$ cat src/rtl/sonic_ranger_ctrl_pkg.sv
// ---------------------------------------------------------------------------
// sonic_pkg
// Shared definitions for the ultrasonic ranger sequencer and its measurer:
//   - default cycle constants (50 MHz system clock)
//   - FSM state encoding
//   - error codes reported on err_code
//   - a small helper used to size the shared down-counter
// ---------------------------------------------------------------------------
package sonic_pkg;

  localparam int DEF_DIST_W      = 17;
  localparam int DEF_TRIG_CYC    = 500;
  localparam int DEF_ARM_TO_CYC  = 50_000;
  localparam int DEF_MEAS_TO_CYC = 140_000;
  localparam int DEF_GAP_CYC     = 2_500_000;

  typedef enum logic [2:0] {
    IDLE,
    TRIG,
    WAIT_ARM,
    WAIT_MEAS,
    GAP
  } state_t;

  localparam logic [1:0] ERR_NONE = 2'b00;
  localparam logic [1:0] ERR_ARM  = 2'b01;
  localparam logic [1:0] ERR_MEAS = 2'b10;

  // Largest of the cycle constants; the shared timer must hold any of them.
  function automatic int max_of4(input int a, input int b, input int c, input int d);
    int m;
    m = a;
    if (b > m) m = b;
    if (c > m) m = c;
    if (d > m) m = d;
    return m;
  endfunction

endpackage

$ cat src/rtl/sonic_ranger_ctrl_if.sv
// ---------------------------------------------------------------------------
// sonic_ranger_ctrl_if
// Bundles the sequencer <-> measurer link and the result outputs.
//   trigger    sequencer -> sensor/measurer trigger
//   trig_suc   measurer  -> 1-cycle pulse, echo rise seen
//   meas_valid measurer  -> 1-cycle pulse, echo fall seen
//   meas_dist  measurer  -> echo width in cycles, valid with meas_valid
//   dist_out   last good distance (held)
//   dist_valid 1-cycle pulse, dist_out updated
//   err        1-cycle pulse, shot failed
//   err_code   01 arm timeout, 10 measure timeout (held)
// master: the sequencer side; slave: the measurer / consumer side.
// ---------------------------------------------------------------------------
interface sonic_ranger_ctrl_if #(
  parameter int DIST_W = sonic_pkg::DEF_DIST_W
) ();

  logic              trigger;
  logic              trig_suc;
  logic              meas_valid;
  logic [DIST_W-1:0] meas_dist;
  logic [DIST_W-1:0] dist_out;
  logic              dist_valid;
  logic              err;
  logic [1:0]        err_code;

  modport master (
    output trigger, dist_out, dist_valid, err, err_code,
    input  trig_suc, meas_valid, meas_dist
  );

  modport slave (
    input  trigger, dist_out, dist_valid, err, err_code,
    output trig_suc, meas_valid, meas_dist
  );

endinterface

$ cat src/rtl/sonic_ranger_ctrl_timer.sv
// ---------------------------------------------------------------------------
// sonic_timer
// Loadable down-counter shared by every state of the sequencer.
//   clk, rst_n  clock / asynchronous active-low reset
//   load        load 'value' this cycle (takes priority over counting)
//   value       reload value
//   done        high while the count equals 1, i.e. the last cycle of the
//               interval that was loaded
// The count parks at 0 instead of wrapping.
// ---------------------------------------------------------------------------
module sonic_timer #(
  parameter int CNT_W = 8
) (
  input  logic             clk,
  input  logic             rst_n,
  input  logic             load,
  input  logic [CNT_W-1:0] value,
  output logic             done
);

  logic [CNT_W-1:0] count;

  always_ff @(posedge clk or negedge rst_n) begin
    if (!rst_n) begin
      count <= '0;
    end else if (load) begin
      count <= value;
    end else if (count != '0) begin
      count <= count - CNT_W'(1);
    end
  end

  assign done = (count == CNT_W'(1));

endmodule

$ cat src/rtl/sonic_ranger_ctrl.sv
// ---------------------------------------------------------------------------
// sonic_ranger_ctrl
// Upstream sequencer for the ultrasonic echo-width measurer. Fires the
// trigger, times out the measurer's trig_suc / meas_valid pulses, spaces
// shots apart and reports one distance or one error per shot.
//   clk      system clock
//   rst_n    asynchronous active-low reset
//   start    single-shot request (only looked at in IDLE)
//   cont_en  level: back-to-back shots while high
//   busy     registered, high whenever the FSM is not in IDLE
//   bus      measurer link and result outputs (master modport)
// All outputs are registered from the next-state decode.
// ---------------------------------------------------------------------------
module sonic_ranger_ctrl
  import sonic_pkg::*;
#(
  parameter int DIST_W      = DEF_DIST_W,
  parameter int TRIG_CYC    = DEF_TRIG_CYC,
  parameter int ARM_TO_CYC  = DEF_ARM_TO_CYC,
  parameter int MEAS_TO_CYC = DEF_MEAS_TO_CYC,
  parameter int GAP_CYC     = DEF_GAP_CYC
) (
  input  logic               clk,
  input  logic               rst_n,
  input  logic               start,
  input  logic               cont_en,
  output logic               busy,
  sonic_ranger_ctrl_if.master bus
);

  localparam int MAX_CYC = max_of4(TRIG_CYC, ARM_TO_CYC, MEAS_TO_CYC, GAP_CYC);
  localparam int CNT_W   = $clog2(MAX_CYC) + 1;

  state_t            state, next_state;
  logic              tmr_load, tmr_done;
  logic [CNT_W-1:0]  tmr_value;
  logic              suc_seen;

  logic              trigger_q, dist_valid_q, err_q;
  logic [DIST_W-1:0] dist_q, dist_d;
  logic [1:0]        err_code_q, err_code_d;
  logic              dist_valid_d, err_d;

  sonic_timer #(.CNT_W(CNT_W)) u_timer (
    .clk   (clk),
    .rst_n (rst_n),
    .load  (tmr_load),
    .value (tmr_value),
    .done  (tmr_done)
  );

  // Next-state / output decode. Every transition reloads the timer with the
  // length of the state being entered. Within a state, the measurer's pulse
  // is checked before the timeout so a pulse on the last cycle still counts.
  always_comb begin
    next_state   = state;
    tmr_load     = 1'b0;
    tmr_value    = '0;
    dist_d       = dist_q;
    dist_valid_d = 1'b0;
    err_d        = 1'b0;
    err_code_d   = err_code_q;
    case (state)
      IDLE: begin
        if (start || cont_en) begin
          next_state = TRIG;
          tmr_load   = 1'b1;
          tmr_value  = CNT_W'(TRIG_CYC);
        end
      end
      TRIG: begin
        // An early trig_suc is remembered; the trigger still runs full length.
        if (tmr_done) begin
          tmr_load = 1'b1;
          if (suc_seen || bus.trig_suc) begin
            next_state = WAIT_MEAS;
            tmr_value  = CNT_W'(MEAS_TO_CYC);
          end else begin
            next_state = WAIT_ARM;
            tmr_value  = CNT_W'(ARM_TO_CYC - TRIG_CYC);
          end
        end
      end
      WAIT_ARM: begin
        if (bus.trig_suc) begin
          next_state = WAIT_MEAS;
          tmr_load   = 1'b1;
          tmr_value  = CNT_W'(MEAS_TO_CYC);
        end else if (tmr_done) begin
          next_state = GAP;
          tmr_load   = 1'b1;
          tmr_value  = CNT_W'(GAP_CYC);
          err_d      = 1'b1;
          err_code_d = ERR_ARM;
        end
      end
      WAIT_MEAS: begin
        if (bus.meas_valid) begin
          next_state   = GAP;
          tmr_load     = 1'b1;
          tmr_value    = CNT_W'(GAP_CYC);
          dist_d       = bus.meas_dist;
          dist_valid_d = 1'b1;
        end else if (tmr_done) begin
          next_state = GAP;
          tmr_load   = 1'b1;
          tmr_value  = CNT_W'(GAP_CYC);
          err_d      = 1'b1;
          err_code_d = ERR_MEAS;
        end
      end
      GAP: begin
        if (tmr_done) begin
          tmr_load = 1'b1;
          if (cont_en) begin
            next_state = TRIG;
            tmr_value  = CNT_W'(TRIG_CYC);
          end else begin
            next_state = IDLE;
          end
        end
      end
      default: begin
        next_state = IDLE;
        tmr_load   = 1'b1;
      end
    endcase
  end

  // State and registered outputs. trigger and busy come from the next state
  // so they line up with the state register; the async reset drops trigger
  // immediately.
  always_ff @(posedge clk or negedge rst_n) begin
    if (!rst_n) begin
      state        <= IDLE;
      trigger_q    <= 1'b0;
      busy         <= 1'b0;
      dist_q       <= '0;
      dist_valid_q <= 1'b0;
      err_q        <= 1'b0;
      err_code_q   <= ERR_NONE;
      suc_seen     <= 1'b0;
    end else begin
      state        <= next_state;
      trigger_q    <= (next_state == TRIG);
      busy         <= (next_state != IDLE);
      dist_q       <= dist_d;
      dist_valid_q <= dist_valid_d;
      err_q        <= err_d;
      err_code_q   <= err_code_d;
      // Only meaningful while in TRIG; clears itself on any other state.
      suc_seen     <= (state == TRIG) && (suc_seen || bus.trig_suc);
    end
  end

  assign bus.trigger    = trigger_q;
  assign bus.dist_out   = dist_q;
  assign bus.dist_valid = dist_valid_q;
  assign bus.err        = err_q;
  assign bus.err_code   = err_code_q;

endmodule

$ cat src/flat_wrapper.sv
// flat-port wrapper written by rule: the top's interface ports become plain ports
module sonic_ranger_ctrl_flat import sonic_pkg::*;
#(
  parameter int DIST_W      = DEF_DIST_W,
  parameter int TRIG_CYC    = DEF_TRIG_CYC,
  parameter int ARM_TO_CYC  = DEF_ARM_TO_CYC,
  parameter int MEAS_TO_CYC = DEF_MEAS_TO_CYC,
  parameter int GAP_CYC     = DEF_GAP_CYC
)
  (clk, rst_n, start, cont_en, busy, bus_trigger, bus_dist_out, bus_dist_valid, bus_err, bus_err_code, bus_trig_suc, bus_meas_valid, bus_meas_dist);
  sonic_ranger_ctrl_if #(.DIST_W(DIST_W)) bus_i ();
  input  logic clk;
  input  logic rst_n;
  input  logic start;
  input  logic cont_en;
  output logic busy;
  output wire logic [$bits(bus_i.trigger)-1:0] bus_trigger;
  output wire logic [$bits(bus_i.dist_out)-1:0] bus_dist_out;
  output wire logic [$bits(bus_i.dist_valid)-1:0] bus_dist_valid;
  output wire logic [$bits(bus_i.err)-1:0] bus_err;
  output wire logic [$bits(bus_i.err_code)-1:0] bus_err_code;
  input wire logic [$bits(bus_i.trig_suc)-1:0] bus_trig_suc;
  input wire logic [$bits(bus_i.meas_valid)-1:0] bus_meas_valid;
  input wire logic [$bits(bus_i.meas_dist)-1:0] bus_meas_dist;
  assign bus_trigger = bus_i.trigger;
  assign bus_dist_out = bus_i.dist_out;
  assign bus_dist_valid = bus_i.dist_valid;
  assign bus_err = bus_i.err;
  assign bus_err_code = bus_i.err_code;
  assign bus_i.trig_suc = bus_trig_suc;
  assign bus_i.meas_valid = bus_meas_valid;
  assign bus_i.meas_dist = bus_meas_dist;
  sonic_ranger_ctrl #(.DIST_W(DIST_W), .TRIG_CYC(TRIG_CYC), .ARM_TO_CYC(ARM_TO_CYC), .MEAS_TO_CYC(MEAS_TO_CYC), .GAP_CYC(GAP_CYC)) u_core (.clk(clk), .rst_n(rst_n), .start(start), .cont_en(cont_en), .busy(busy), .bus(bus_i));
endmodule
$ cat config.mk
export PLATFORM = sky130hd
export DESIGN_NAME = sonic_ranger_ctrl_flat
export DESIGN_NICKNAME = d
export VERILOG_FILES = /design/src/rtl/sonic_ranger_ctrl_pkg.sv /design/src/rtl/sonic_ranger_ctrl_if.sv /design/src/rtl/sonic_ranger_ctrl_timer.sv /design/src/rtl/sonic_ranger_ctrl.sv /design/src/flat_wrapper.sv
export SDC_FILE = /design/constraint.sdc
export NUM_CORES = 1
export LEC_CHECK = 0
export CORE_ASPECT_RATIO = 1.4
export CORE_MARGIN = 10
export CORE_UTILIZATION = 59
export CTS_BUF_LIST = sky130_fd_sc_hd__clkbuf_8
export DETAILED_ROUTE_END_ITERATION = 8
export MAX_ROUTING_LAYER = met4
export PLACE_DENSITY_LB_ADDON = 0.2
export SETUP_SLACK_MARGIN = 0.02
export SLEW_MARGIN = 20
export SYNTH_ARGS = -nofsm -noshare
export SYNTH_HDL_FRONTEND = slang
export SYNTH_SLANG_ARGS = --single-unit
$ cat constraint.sdc
create_clock -name clk -period 3.6 [get_ports clk]
set_clock_uncertainty 0.1 [all_clocks]
set_input_delay 0.36 -clock clk [delete_from_list [all_inputs] [get_ports clk]]
set_output_delay 0.36 -clock clk [all_outputs]
set_load 0.05 [all_outputs]
==> flow_summary_export.csv <==
group,metric,value,unit
outcome,status,"completed",
floorplanning,die-area,0.00759,sq mm
setup_path,worstSetupStartpointType,"register",
timing,drv_slew,0,
clock_tree,clk_latency,0.30,ns
synthesis,synth_fp_nets,291,
pwr,power_density,664,mW/mm^2
clock_tree,cts_hold_buf,0,
synthesis,synth-edff-count,0,
worst_hold_path,whs_endpoint,"u_core.bus.dist_out[2]",
synthesis,ys_warn_count,0,
synthesis,synth_area,0.00264,sq mm
floorplanning,start_util,61.8,%
pwr,irDropWorstVdd,0.000422,V
finish,antenna_cells,0,
setup_path,path_class,"register to register",
finish,final_common_cell,"dfrtp_1",
setup_path,rr_worst_depth,3,
clock_tree,cts_root_buf,"clkbuf_8",
placed_design,place_hpwl,5.06,mm
setup_path,worst_r2r_endpoint,"u_core.bus.dist_out[1]",
setup_path,cp_slowest_cell,"nand3_1",
floorplanning,fp.dieH,99.2,um
finish,utilization,76.1,%
finish,fin_nets,333,
floorplanning,io_pins,46,
synthesis,synth.avg_cell_area,9.96,sq um
grt,antenna_found_initial,0,
placed_design,place.gp.congestion,0.964,
synthesis,netlist_instances,265,
setup_path,arrival,2.66,ns
setup_path,crit_chain,"nor2b_1 > nand3_1 > mux2_2",
floorplanning,die_x,76.5,um
route,drt_iter0_drc,317,
clock_tree,cts_tree,"yes",
synthesis,ys_async_sr_fraction,100,%
grt,grt_max_degree,51,
synthesis,ys.flop_type,"dfrtp_1",
grt,grt_pass1_vias,2397,
route,viasPerCell,6.37,
route,postRouteAntennaNets,0,
timing,fmax,388,MHz
synthesis,post_synth_num_cell_types,48,
clock_tree,cts_sinks,50,
worst_hold_path,hold_depth,1,
finish,drive_above_1_share,11.0,%
timing,min_period,2.58,ns
synthesis,yosysSeqAreaShare,47.4,%
timing,max_slew.worst_pin.slew,0.989,ns
clock_tree,clk_path_buf_depth,2,
timing,fin_crit_sh,71.6,%
finish,final_cell_mix,"dfrtp_1 (50), clkdlybuf4s50_1 (44), nor2_1 (21), a21oi_1 (20), mux2_2 (17)",
finish,area_growth,23.2,%
route,wl_per_cell,18.6,um
synthesis,synth_seq_cells,50,
route,drt_pass1_iterations,6,
timing,finalSetupTns,0,ns
floorplanning,rows,28,
grt,grt_pass1_wl,11.3,mm
run,max-cap-violations,0,
worst_hold_path,min_path_type,"register to register",
route,vias,2345,
route,routed_wl,6.85,mm
floorplanning,core_area,0.00427,sq mm
timing,rsz0062_at_grt,"false",
clock_tree,h-tree-depth,2,
grt,grt_use_total,18.4,%
clock_tree,cts_resized,0,
setup_path,reg2reg_slack,1.02,ns
timing,finalHoldWorstSlack,0.409,ns
setup_path,rr_startpoint,"u_core.state[1]",
setup_path,max_stage_delay,0.72,ns
clock_tree,clk_pin_slew_worst_paths,0.09,ns
setup_path,end_kind,"register",
timing,relSlewSlack,33.4,%
grt,grt_remaining_overflow,0,
clock_tree,post_cts_buffers,0,
route,post-route-drc-count,0,
worst_hold_path,min_from,"u_core.bus.dist_out[2]",
setup_path,cp_max_fo,19,
pwr,leakagePower,0.00136,uW
timing,finalSetupViolCount,0,
setup_path,crit_required,3.69,ns
placed_design,port_buffers,45,
clock_tree,cts_inserted_buffers,5,
timing,final_hold_viol_count,0,
[critical path: cells and delay by family (launching register included)]
family	cells	cell delay, ns
flops	1	0.65
mux	1	0.54
simple gates	2	1.18
[sequential cells by signal, indices dropped and copies added (netlist names)]
name,cells
u_core.u_timer.count,23
u_core.bus.dist_out,17
u_core.state,3
u_core.bus.err_code,2
u_core.bus.dist_valid,1
u_core.bus.err,1
u_core.bus.trigger,1
u_core.busy,1
u_core.suc_seen,1
[synthesized netlist by cell type (4+ instances only)]
master    instances  area share (%)
nand2_1          13             1.8
o31a_1            5             1.7
a21oi_1          20             3.8
nand4_1           5             1.2
nor2_1           21             3.0
or4_1             4             1.1
inv_1             8             1.1
nor4_1           14             3.3
a211oi_1          6             1.7
xnor2_1           6             2.0
or3_1             5             1.2
dfrtp_1          50              47
nor3_1            7             1.3
o31ai_1           4             1.1
nand3_1           7             1.3
mux2_2           17             7.3
clkbuf_1         12             1.7
o21ai_0          12             2.3
[per-layer routing]
metal	vias to the layer above	track usage (%)	part of all wire, %
met4	0	8.18	2.8
met2	130	32.0	53
met5	-	-	0
met3	24	3.87	6.1
li1	1086	-	-
met1	1105	19.8	38
[report_power, final]
part	leakage, uW	total (uW)	switching (uW)	internal [uW]
Clock	0.0000556	393	189	205
Sequential	0.000640	866	166	701
Combinational	0.000663	902	543	359
Total	0.00136	2160	897	1260
[how the worst max path moves through the flow]
stage | cells past startpoint | startpoint | endpoint
finish | 3 | u_core.state[1] | u_core.bus.dist_out[1]
global route | 5 | u_core.u_timer.count[6] | u_core.u_timer.count[8]
CTS | 3 | u_core.state[1] | u_core.bus.dist_out[4]
detailed placement | 7 | bus_meas_valid | u_core.u_timer.count[6]
global placement | 7 | bus_meas_valid | u_core.u_timer.count[9]
floorplan | 6 | u_core.u_timer.count[11] | u_core.busy
[through the flow]
step | power (uW) | instance area (sq um) | cells | setup WS, ns
2_1_floorplan | 1470 | 2640 | 265 | 1.26
3_3_place_gp | 1730 | 3130 | 359 | 1.01
3_5_place_dp | 1750 | 3130 | 359 | 1.02
4_1_cts | 2140 | 3240 | 367 | 1.08
5_1_grt | 2290 | 3250 | 368 | 0.801
6_report | 2160 | 3250 | 368 | 1.02
[kinds of logic (layout without fill, tap and decap cells)]
| logic type | after synthesis | count (layout) | synth area share [%] |
|---|---|---|---|
| simple gates | 97 | 97 | 21.1 |
| mux | 18 | 18 | 7.63 |
| xor+xnor | 9 | 9 | 2.99 |
| compound gates | 65 | 65 | 16.0 |
| buf+inv | 23 | 66 | 3.41 |
| flops | 50 | 50 | 47.4 |
| fa+ha+maj | 3 | 3 | 1.42 |
[final cells by class]
cell class	instances	area, sq um
Clock buffer	5	68.8
Fill cell	317	1020
Multi-Input combinational cell	192	1300
Sequential cell	50	1250
Clock inverter	3	41.3
Tap cell	60	75.1
Inverter	8	30.0
Timing Repair Buffer	50	488
No activity file was read; power rests on OpenSTA's default activity.
